--- config.mk ---
export PLATFORM = sky130hd
export DESIGN_NAME = clefia_con_gen
export DESIGN_NICKNAME = d
export VERILOG_FILES = /design/src/rtl/clefia_pkg.sv /design/src/rtl/clefia_con_step.sv /design/src/rtl/clefia_con_gen.sv
export SDC_FILE = /design/constraint.sdc
export NUM_CORES = 1
export LEC_CHECK = 0
export ABC_AREA = 1
export CAP_MARGIN = 5
export CORE_UTILIZATION = 53
export DETAILED_ROUTE_END_ITERATION = 7
export GPL_ROUTABILITY_DRIVEN = 0
export GPL_TIMING_DRIVEN = 0
export PLACE_DENSITY = 0.91
export SLEW_MARGIN = 20
export SYNTH_ARGS = -nofsm -noshare
export SYNTH_HDL_FRONTEND = slang
export SYNTH_SLANG_ARGS = --single-unit
--- constraint.sdc ---
create_clock -name clk -period 5.2 [get_ports clk]
set_input_delay 1.3 -clock clk [delete_from_list [all_inputs] [get_ports clk]]
set_output_delay 1.3 -clock clk [all_outputs]
set_load 0.02 [all_outputs]
--- src/rtl/clefia_pkg.sv ---
// Shared CLEFIA key-schedule constants, key-length encodings and lookup helpers
// used by the constant generator and the single-step constant datapath.
package clefia_pkg;

    localparam logic [15:0] P_DEF    = 16'hb7e1;
    localparam logic [15:0] Q_DEF    = 16'h243f;
    localparam logic [15:0] RED_POLY = 16'ha831;

    localparam logic [15:0] IV_128 = 16'h428a;
    localparam logic [15:0] IV_192 = 16'h7137;
    localparam logic [15:0] IV_256 = 16'hb5c0;

    localparam logic [6:0] CON_CNT_128 = 7'd60;
    localparam logic [6:0] CON_CNT_192 = 7'd84;
    localparam logic [6:0] CON_CNT_256 = 7'd92;

    localparam logic [1:0] KL_128 = 2'b00;
    localparam logic [1:0] KL_192 = 2'b01;
    localparam logic [1:0] KL_256 = 2'b10;
    localparam logic [1:0] KL_RSV = 2'b11;

    typedef enum logic {
        ST_IDLE = 1'b0,
        ST_RUN  = 1'b1
    } state_e;

    function automatic logic [15:0] iv_for(input logic [1:0] kl);
        case (kl)
            KL_192:  return IV_192;
            KL_256:  return IV_256;
            default: return IV_128;
        endcase
    endfunction

    function automatic logic [6:0] cnt_for(input logic [1:0] kl);
        case (kl)
            KL_192:  return CON_CNT_192;
            KL_256:  return CON_CNT_256;
            default: return CON_CNT_128;
        endcase
    endfunction

endpackage

--- src/rtl/clefia_con_step.sv ---
// One step of the CLEFIA constant recurrence: the two constants derived from T
// and T multiplied by x^-1 in GF(2^16).
module clefia_con_step
    import clefia_pkg::*;
#(
    parameter logic [15:0] P_CONST = P_DEF,
    parameter logic [15:0] Q_CONST = Q_DEF
) (
    input  logic [15:0] t_i,
    output logic [31:0] con_even_o,
    output logic [31:0] con_odd_o,
    output logic [15:0] t_next_o
);

    logic [15:0] t_inv;

    assign t_inv      = ~t_i;
    assign con_even_o = {t_i ^ P_CONST, t_inv[14:0], t_inv[15]};
    assign con_odd_o  = {t_inv ^ Q_CONST, t_i[7:0], t_i[15:8]};
    // Odd T: fold in the reduction polynomial before halving, x^15 term lands in the MSB.
    assign t_next_o   = t_i[0] ? (((t_i ^ RED_POLY) >> 1) | 16'h8000) : (t_i >> 1);

endmodule

--- src/rtl/clefia_con_gen.sv ---
// Autonomous CLEFIA constant generator: walks the T-sequence from the key-size IV
// and streams 60/84/92 constants over valid/ready, one or two per beat.
module clefia_con_gen
    import clefia_pkg::*;
#(
    parameter int          LANES   = 1,
    parameter logic [15:0] P_CONST = P_DEF,
    parameter logic [15:0] Q_CONST = Q_DEF
) (
    input  logic                  clk,
    input  logic                  rst,
    input  logic                  start,
    input  logic [1:0]            key_len,
    output logic                  con_valid,
    input  logic                  con_ready,
    output logic [32*LANES-1:0]   con_data,
    output logic [6:0]            con_idx,
    output logic                  con_last,
    output logic                  busy,
    output logic                  done,
    output logic                  err
);

    localparam logic       ADV_EVERY = (LANES == 2);
    localparam logic [6:0] STEP      = 7'(LANES);

    state_e      state_q;
    logic [15:0] t_q;
    logic [6:0]  cnt_q;
    logic [6:0]  total_q;
    logic        phase_q;
    logic        done_q;
    logic        err_q;

    logic [31:0]         con_even_w;
    logic [31:0]         con_odd_w;
    logic [15:0]         t_next_d;
    logic [32*LANES-1:0] beat_w;
    logic                run_w;
    logic                last_w;

    clefia_con_step #(
        .P_CONST (P_CONST),
        .Q_CONST (Q_CONST)
    ) u_step (
        .t_i        (t_q),
        .con_even_o (con_even_w),
        .con_odd_o  (con_odd_w),
        .t_next_o   (t_next_d)
    );

    generate
        if (LANES == 1) begin : g_one_lane
            assign beat_w = phase_q ? con_odd_w : con_even_w;
        end else if (LANES == 2) begin : g_two_lane
            assign beat_w = {con_even_w, con_odd_w};
        end else begin : g_bad_lanes
            $error("clefia_con_gen: LANES must be 1 or 2");
        end
    endgenerate

    assign run_w  = (state_q == ST_RUN);
    assign last_w = ({1'b0, cnt_q} + {1'b0, STEP}) == {1'b0, total_q};

    always_ff @(posedge clk or posedge rst) begin
        if (rst) begin
            state_q <= ST_IDLE;
            t_q     <= '0;
            cnt_q   <= '0;
            total_q <= '0;
            phase_q <= 1'b0;
            done_q  <= 1'b0;
            err_q   <= 1'b0;
        end else begin
            done_q <= 1'b0;
            err_q  <= 1'b0;
            case (state_q)
                ST_IDLE: begin
                    if (start) begin
                        if (key_len == KL_RSV) begin
                            err_q <= 1'b1;
                        end else begin
                            t_q     <= iv_for(key_len);
                            total_q <= cnt_for(key_len);
                            cnt_q   <= '0;
                            phase_q <= 1'b0;
                            state_q <= ST_RUN;
                        end
                    end
                end
                ST_RUN: begin
                    if (con_ready) begin
                        cnt_q   <= cnt_q + STEP;
                        phase_q <= ADV_EVERY ? 1'b0 : ~phase_q;
                        // Single-lane mode emits even then odd from the same T.
                        if (ADV_EVERY || phase_q) begin
                            t_q <= t_next_d;
                        end
                        if (last_w) begin
                            state_q <= ST_IDLE;
                            done_q  <= 1'b1;
                        end
                    end
                end
                default: state_q <= ST_IDLE;
            endcase
        end
    end

    assign con_valid = run_w;
    assign busy      = run_w;
    assign con_data  = run_w ? beat_w : '0;
    assign con_idx   = run_w ? cnt_q : '0;
    assign con_last  = run_w & last_w;
    assign done      = done_q;
    assign err       = err_q;

endmodule
== Yosys cells after proc, flatten, opt, wreduce, memory -nomap -nowiden ==
Cells that the tools add are included.

* $add $sub $neg: 2
* Equality and inequality tests: 8
* Multiplexer cells: 30
* Bitwise logic cells: 8
* Reductions and logical operators: 3

{| class="wikitable"
|+ Operators by type and width
! operator !! number
|-
| 16-bit two-way mux || 5
|-
| 32-bit two-way mux || 2
|-
| 16-bit one-hot mux with 2 select lines || 2
|-
| 7-bit two-way mux || 4
|-
| 7-bit one-hot mux with 2 select lines || 2
|-
| 16-bit NOT || 1
|-
| 1-bit two-way mux || 13
|-
| 10-bit NOT || 1
|-
| 7-bit by 1-bit adder with 8-bit output, second input constant || 1
|-
| 8-bit by 7-bit equality test with 1-bit output || 1
|-
| 8-bit NOT || 1
|-
| 7-bit by 1-bit adder with 7-bit output, second input constant || 1
|-
| 2-bit inequality test, second input constant || 3
|-
| 6-bit NOT || 1
|-
| 3-bit AND reduction || 2
|-
| 2-bit equality test, second input constant || 2
|-
| 1-bit one-hot mux with 2 select lines || 2
|-
| 4-bit AND reduction || 1
|-
| 1-bit NOT || 3
|-
| 2-bit by 1-bit equality test with 1-bit output, second input constant || 1
|-
| 2-bit by 1-bit inequality test with 1-bit output, second input constant || 1
|-
| 1-bit bitwise AND || 1
|}

* Bits in registers: 34
* Input port bits: 6
* Output and inout port bits: 44

== Longest topological paths before layout ==
* Depth after elaboration: 5
* Gate-level depth with buffers: 12

== Modules after synthesis ==
A second synthesis with hierarchy kept.

* Cells, all modules: 401
* Area, all modules: 2645.0 µm²

{| class="wikitable"
|+ By module, submodules not included
! module !! instances !! cells each !! area each (µm²)
|-
| clefia_con_gen || 1 || 311 || 2085.8
|-
| clefia_con_step || 1 || 90 || 559.3
|}

== Least setup slack after synthesis ==
No wires, ideal clock.

* Path kind: register to output
* Start: register cnt_q[0]
* End: output con_last
* Arrival: 1.535 ns
* Path slack: 2.365 ns
* Stages on the path, launching flop included: 11
* Buffers on the path: 0
* Cells stage by stage: dfrtp_1 ha_1 nand2_1 inv_1 nand2_1 nand2_1 nand3_1 nand2_1 nor2_1 nand2_1 nor2_1

* Cells in the longest elaborated chain, start to end: 3

{| class="wikitable"
|+ Ends and longest elaborated chain
! element !! line !! RTL
|-
| from (decl) || clefia_con_gen.sv:29 || <nowiki>logic [6:0] cnt_q;</nowiki>
|-
| from (signal assigned) || clefia_con_gen.sv:93 || <nowiki>cnt_q <= cnt_q + STEP;</nowiki>
|-
| 7-bit by 1-bit adder with 8-bit output || clefia_con_gen.sv:63 || <nowiki>assign last_w = ({1'b0, cnt_q} + {1'b0, STEP}) == {1'b0, total_q};</nowiki>
|-
| 8-bit by 7-bit equality test with 1-bit output || clefia_con_gen.sv:63 ||
|-
| 1-bit bitwise AND || clefia_con_gen.sv:114 || <nowiki>assign con_last = run_w & last_w;</nowiki>
|-
| to (decl) || clefia_con_gen.sv:18 || <nowiki>output logic con_last,</nowiki>
|}

No other way between the ends.

== Final worst setup path ==
Ends and elaborated chain as after synthesis.

==> metrics <==
CTS root buf=clkbuf_8; Die Wd=64.32 um; gr ovfl total=0; Yosys cell types=32; DRC viols=0; crit path cell chain=ha_1 > nand2_1 > inv_1 > nand3_1 > nand3_1 > nand2_1 > nor2_1 > nand2_1 > nor2_1 > clkdlybuf4s50_1; crit path kind=flip-flop to primary output; Sum Neg Setup Slack=0 ns; Final period util=72.46%; PwrDens=between 700 and 800 nW/um2; status=finished, final reports clean; cell area after synthesis=2058 um2; IO buf count=49; max-cap viol count=0; CP arrival=~2.5 ns; GRT Total Usage=between 20% and 30%; CTS Hold Bufs=0; Syn Inst Count=around 290; vias=roughly 2100; FMAX=265.4 MHz; CP dominant cell by count=nand2_1; largest net degree at the start of global routing=32; syn nets=roughly 300; Syn Area/Cell=7.222 um2; final hold slack=0.5286 ns; fin. max-slew vios=0; Max VDD drop=around 0.00048 V; Rel. slew slack=56.47%; flop2flop setup slack=3.50 ns; DIE AREA=approximately 4100 um2; PostCTS Resize Cnt=0; share of cells above drive strength 1=about a tenth; sequential element share of the synthesized area=a little under two fifths; commonest non-fill, non-tap cells in the layout=nand2_1, clkdlybuf4s50_1, inv_1; DRT Pass-1 Iters=5; Area Overhead vs Synth=32.46%; Initial Utilization=55.80%; first-pass GRT wire length=8990 um; post-CTS setup buffer count=0; Worst Skew=0.006586 ns; CP max-delay cell=clkdlybuf4s50_1; std cell rows=22; Worst Hold Depth=2; Finish-stage setup viols=0; Die Height=approximately 64 um; worst-case clock buffer depth=2; CTS tree=built; diode count=0; Clock Pin Slew Worst Setup and Hold Paths=0.07 ns; Worst Tran Pin Value=0.6520 ns; antenna-violating nets left=0; RSZ-0062 raised after global routing=false; minimum clock period=around 3.8 ns; Yosys reg bits=31; CP max FO=6; clock sinks=31; Setup crit start kind=flip-flop; cts bufs inserted=5; worst-skew pair later-pin latency=0.29 ns; I/O Pins=50; Nets=354; area leader, netlist=dfrtp_1; design area=2726 um2; Initial DRC Count=roughly 190; core area=about 3700 um2; vias per inst=5.456; overall routed net length=5509 um; Syn. warnings=0; largest stage delay on the critical path=approximately 0.61 ns; vias in the first global route=between 2000 and 2500; Worst Hold Class=flip-flop to flip-flop; final hold vios=0; commonest non-fill, non-tap cell in the layout=nand2_1; Placement Cell Area=around 2600 um2; H-tree depth=2; Yosys top cell area share=around 38%; drt wl/cell=14.13 um; worst path required time=3.90 ns; initial antenna violation count=0; Area contributors post-synth=dfrtp_1, nand2_1, inv_1; Post-DP HPWL=3941 um; leakage=0.001359 uW; CP Capture Type=primary output; R2R depth=10
==> metrics by stage <==
step	total power, uW	cells	setup slack [ns]	utilization (%)
after floorplan	1290	285	2.365	-
after global placement	1799	382	1.805	70.73
after detailed placement	1827	382	1.783	70.73
after CTS	2079	390	1.474	73.91
after global routing	2224	390	1.301	73.91
final	2100	390	1.432	73.91
==> logic make-up (layout without fill, tap and decap cells) <==
logic type	Yosys count	count (layout)	synth area share, %
AND/OR/NAND/NOR	122	122	26.81
AO/OA/AOI/OAI	64	64	18.18
buffers and inverters	61	118	13.07
flip-flops	31	31	37.69
adder cells (fa/ha/maj)	7	7	4.255
==> cell type report <==
type | count | area [um2]
inverter | 49 | 183.9
fill | 289 | 962.2
clock inverter | 2 | 35.03
multi-input combinational | 193 | 1013
timing repair buffer | 49 | 490.5
clock buffer | 6 | 82.58
tap | 48 | 60.06
buffer | 12 | 85.08
sequential | 31 | 775.7
==> worst max-delay path: cells and delay by family, from the launching register on <==
family | cells | cell delay, ns
flops | 1 | 0.46
simple gates | 7 | 0.72
buf+inv | 2 | 0.72
fa+ha+maj | 1 | 0.28
==> cells in the mapped netlist <==
| library cell | count |
|---|---|
| a211oi_1 | 2 |
| a21oi_1 | 18 |
| a21oi_2 | 4 |
| a22o_1 | 1 |
| a22oi_1 | 3 |
| a31oi_1 | 2 |
| a31oi_2 | 1 |
| buf_1 | 1 |
| buf_2 | 5 |
| buf_4 | 1 |
| buf_6 | 4 |
| clkbuf_1 | 1 |
| dfrtp_1 | 31 |
| ha_1 | 7 |
| inv_1 | 49 |
| nand2_1 | 63 |
| nand2_2 | 1 |
| nand2_4 | 1 |
| nand3_1 | 9 |
| nand3_2 | 1 |
| nand3b_1 | 2 |
| nand4_1 | 2 |
| nor2_1 | 37 |
| nor2_2 | 1 |
| nor2_4 | 3 |
| nor2_8 | 1 |
| nor3_4 | 1 |
| o21a_1 | 1 |
| o21ai_0 | 22 |
| o21ai_1 | 3 |
| o21bai_1 | 1 |
| o22ai_1 | 6 |
==> state kept, by name (all words and copies together) (netlist names) <==
name     flops
busy         1
done         1
t_q         16
cnt_q        7
err          1
total_q      4
phase_q      1
==> report_power, final <==
group          internal, uW  switching, uW  total [uW]
logic                   589            817        1410
clock network           155           94.5         249
registers               341            103         444
total                  1090           1020        2100
==> final timing paths <==
| kind | from | endpoint |
|---|---|---|
| worst max-delay path | cnt_q[0] | con_last |
| worst min-delay path | total_q[4] | total_q[4] |
| worst max register to register | cnt_q[0] | busy |
| worst min register to register | total_q[4] | total_q[4] |
| max in group asynchronous | rst | err |
| min in group asynchronous | rst | t_q[5] |
==> layer usage <==
layer | up-vias | share of wire (%) | GRT usage, %
met5 | - | 0 | 0
met4 | 0 | 2.9 | 15.28
met3 | 23 | 8.5 | 6.250
met2 | 116 | 47 | 46.32
met1 | 971 | 42 | 34.53
li1 | 1018 | - | -
Note: power is estimated with default switching activity, not from simulation.
==> RTL edit: new RTL, same settings <==
Register the output `err` once more; this adds one clock of latency there. The other outputs are not delayed to match.
--- a/src/rtl/clefia_con_gen.sv
+++ b/src/rtl/clefia_con_gen.sv
@@ -113,6 +113,8 @@
     assign con_idx   = run_w ? cnt_q : '0;
     assign con_last  = run_w & last_w;
     assign done      = done_q;
-    assign err       = err_q;
+    always_ff @(posedge clk) begin
+        err <= err_q;
+    end
 
 endmodule
Formal check against the unedited RTL: not equivalent (a bounded check fails within 4 cycles, from zero or initial values and one cycle with rst high).
==> RTL edit against the unedited design <==
- largest power group unchanged
- synthesized cell count rose by 0.35%
- sequential cell count rose by 1
- power fell by 1.5%
- fmax fell by 1.7%
- largest cell class unchanged
- worst setup slack got worse by 64 ps
- routed wire length rose by 1.0%
- highest routed layer unchanged
- utilization fell by 0.35 points
- clock skew fell by 1.2 ps
- final area rose by 0.28%
- area after synthesis rose by 1.6%
- hold slack got worse by 190 ps
==> RTL edit: results (changes against the unedited design) <==
NumNets Final = 355 (+0.28%)
Status = finished clean
Final hold slack = 342 ps (-186 ps)
Worst EP arrival = 2530 ps (+60 ps)
Pleak = 1.35 nW (-0.90%)
Vias in the first global route = 2128 (+5.3%)
Hold depth = 0 (-2)
Synth area leaders = dfrtp_1 37%, nand2_1 11%, inv_1 8.1%, nor2_1 6.3%, o21ai_0 5.0%
Multi-input gate area = 1020 um2 (+0.86%)
Syn nets = 299 (+0.34%)
Detail-routed via count per cell = 5.54 (+1.6%)
Share of cells above drive strength 1 = 0.114 (+0.0172)
Initial DRC Count = 189 (-2.1%)
Pre-CTS setup slack = 1690 ps (-91.1 ps)
R2r setup slk = 3420 ps (-80 ps)
DR WL/cell = 14.2 um (+0.76%)
Clk_skew = 5.43 ps (-1.16 ps)
Yosys cell types = 36 (+13%)
Fillcell total = 295 (+2.1%)
Hold EP = err$_DFF_P_
Peak VDD IR = 0.461 mV (-4.0%)
DP HPWL = 4.05 mm (+2.9%)
Finished Layout Cells = 391 (+0.26%)
Part of the Yosys area used for sequential elements = 0.381 (+0.00371)
DRT Pass-1 Iters = 4 (-1)
Placed inst area = 2640 um2 (+1.2%)
RTL edit: layout make-up:
cell class,instances,area share
buffer,12,0.0325
clock buffer,6,0.0302
clock inverter,2,0.00366
inverter,49,0.0673
multi-input combinational,193,0.374
sequential,32,0.291
tap,48,0.0220
timing repair buffer,49,0.179
RTL edit: worst max-delay path by stage:
stage,start,endpoint,slack (ps),cells past startpoint
after global routing,cnt_q[0]$_DFFE_PP0P_,con_last,1240,11
after CTS,cnt_q[0]$_DFFE_PP0P_,con_last,1380,11
final,cnt_q[0]$_DFFE_PP0P_,con_last,1370,11
after floorplan,cnt_q[0]$_DFFE_PP0P_,con_last,2340,10
after global placement,cnt_q[0]$_DFFE_PP0P_,con_last,1770,11
after detailed placement,cnt_q[0]$_DFFE_PP0P_,con_last,1690,11
RTL edit: critical path, delay by kind of cell (launching register included):
| family | cells | cell delay [ps] |
|---|---|---|
| and+or+nand+nor | 8 | 750 |
| DFF | 1 | 450 |
| buffers and inverters | 2 | 720 |
| adders and majority gates | 1 | 300 |
RTL edit: power by group through the flow:
stage	combinational (mW)	sequential, mW	clock (mW)
floorplan	0.877	0.430	0
global placement	1.37	0.451	0
detailed placement	1.39	0.457	0
CTS	1.41	0.452	0.201
global route	1.53	0.471	0.214
finish	1.41	0.457	0.198
RTL edit: per-layer routing:
metal | share of wire | track usage | vias up
li1 | - | - | 1022
met1 | 0.43 | 0.374 | 1025
met2 | 0.47 | 0.477 | 104
met3 | 0.080 | 0.0775 | 16
met4 | 0.026 | 0.133 | 0
met5 | 0 | 0 | -
RTL edit: logic make-up after synthesis:
kind of cell	synth area share
simple gates	0.265
flops	0.381
buf+inv	0.130
compound gates	0.183
fa+ha+maj	0.0419
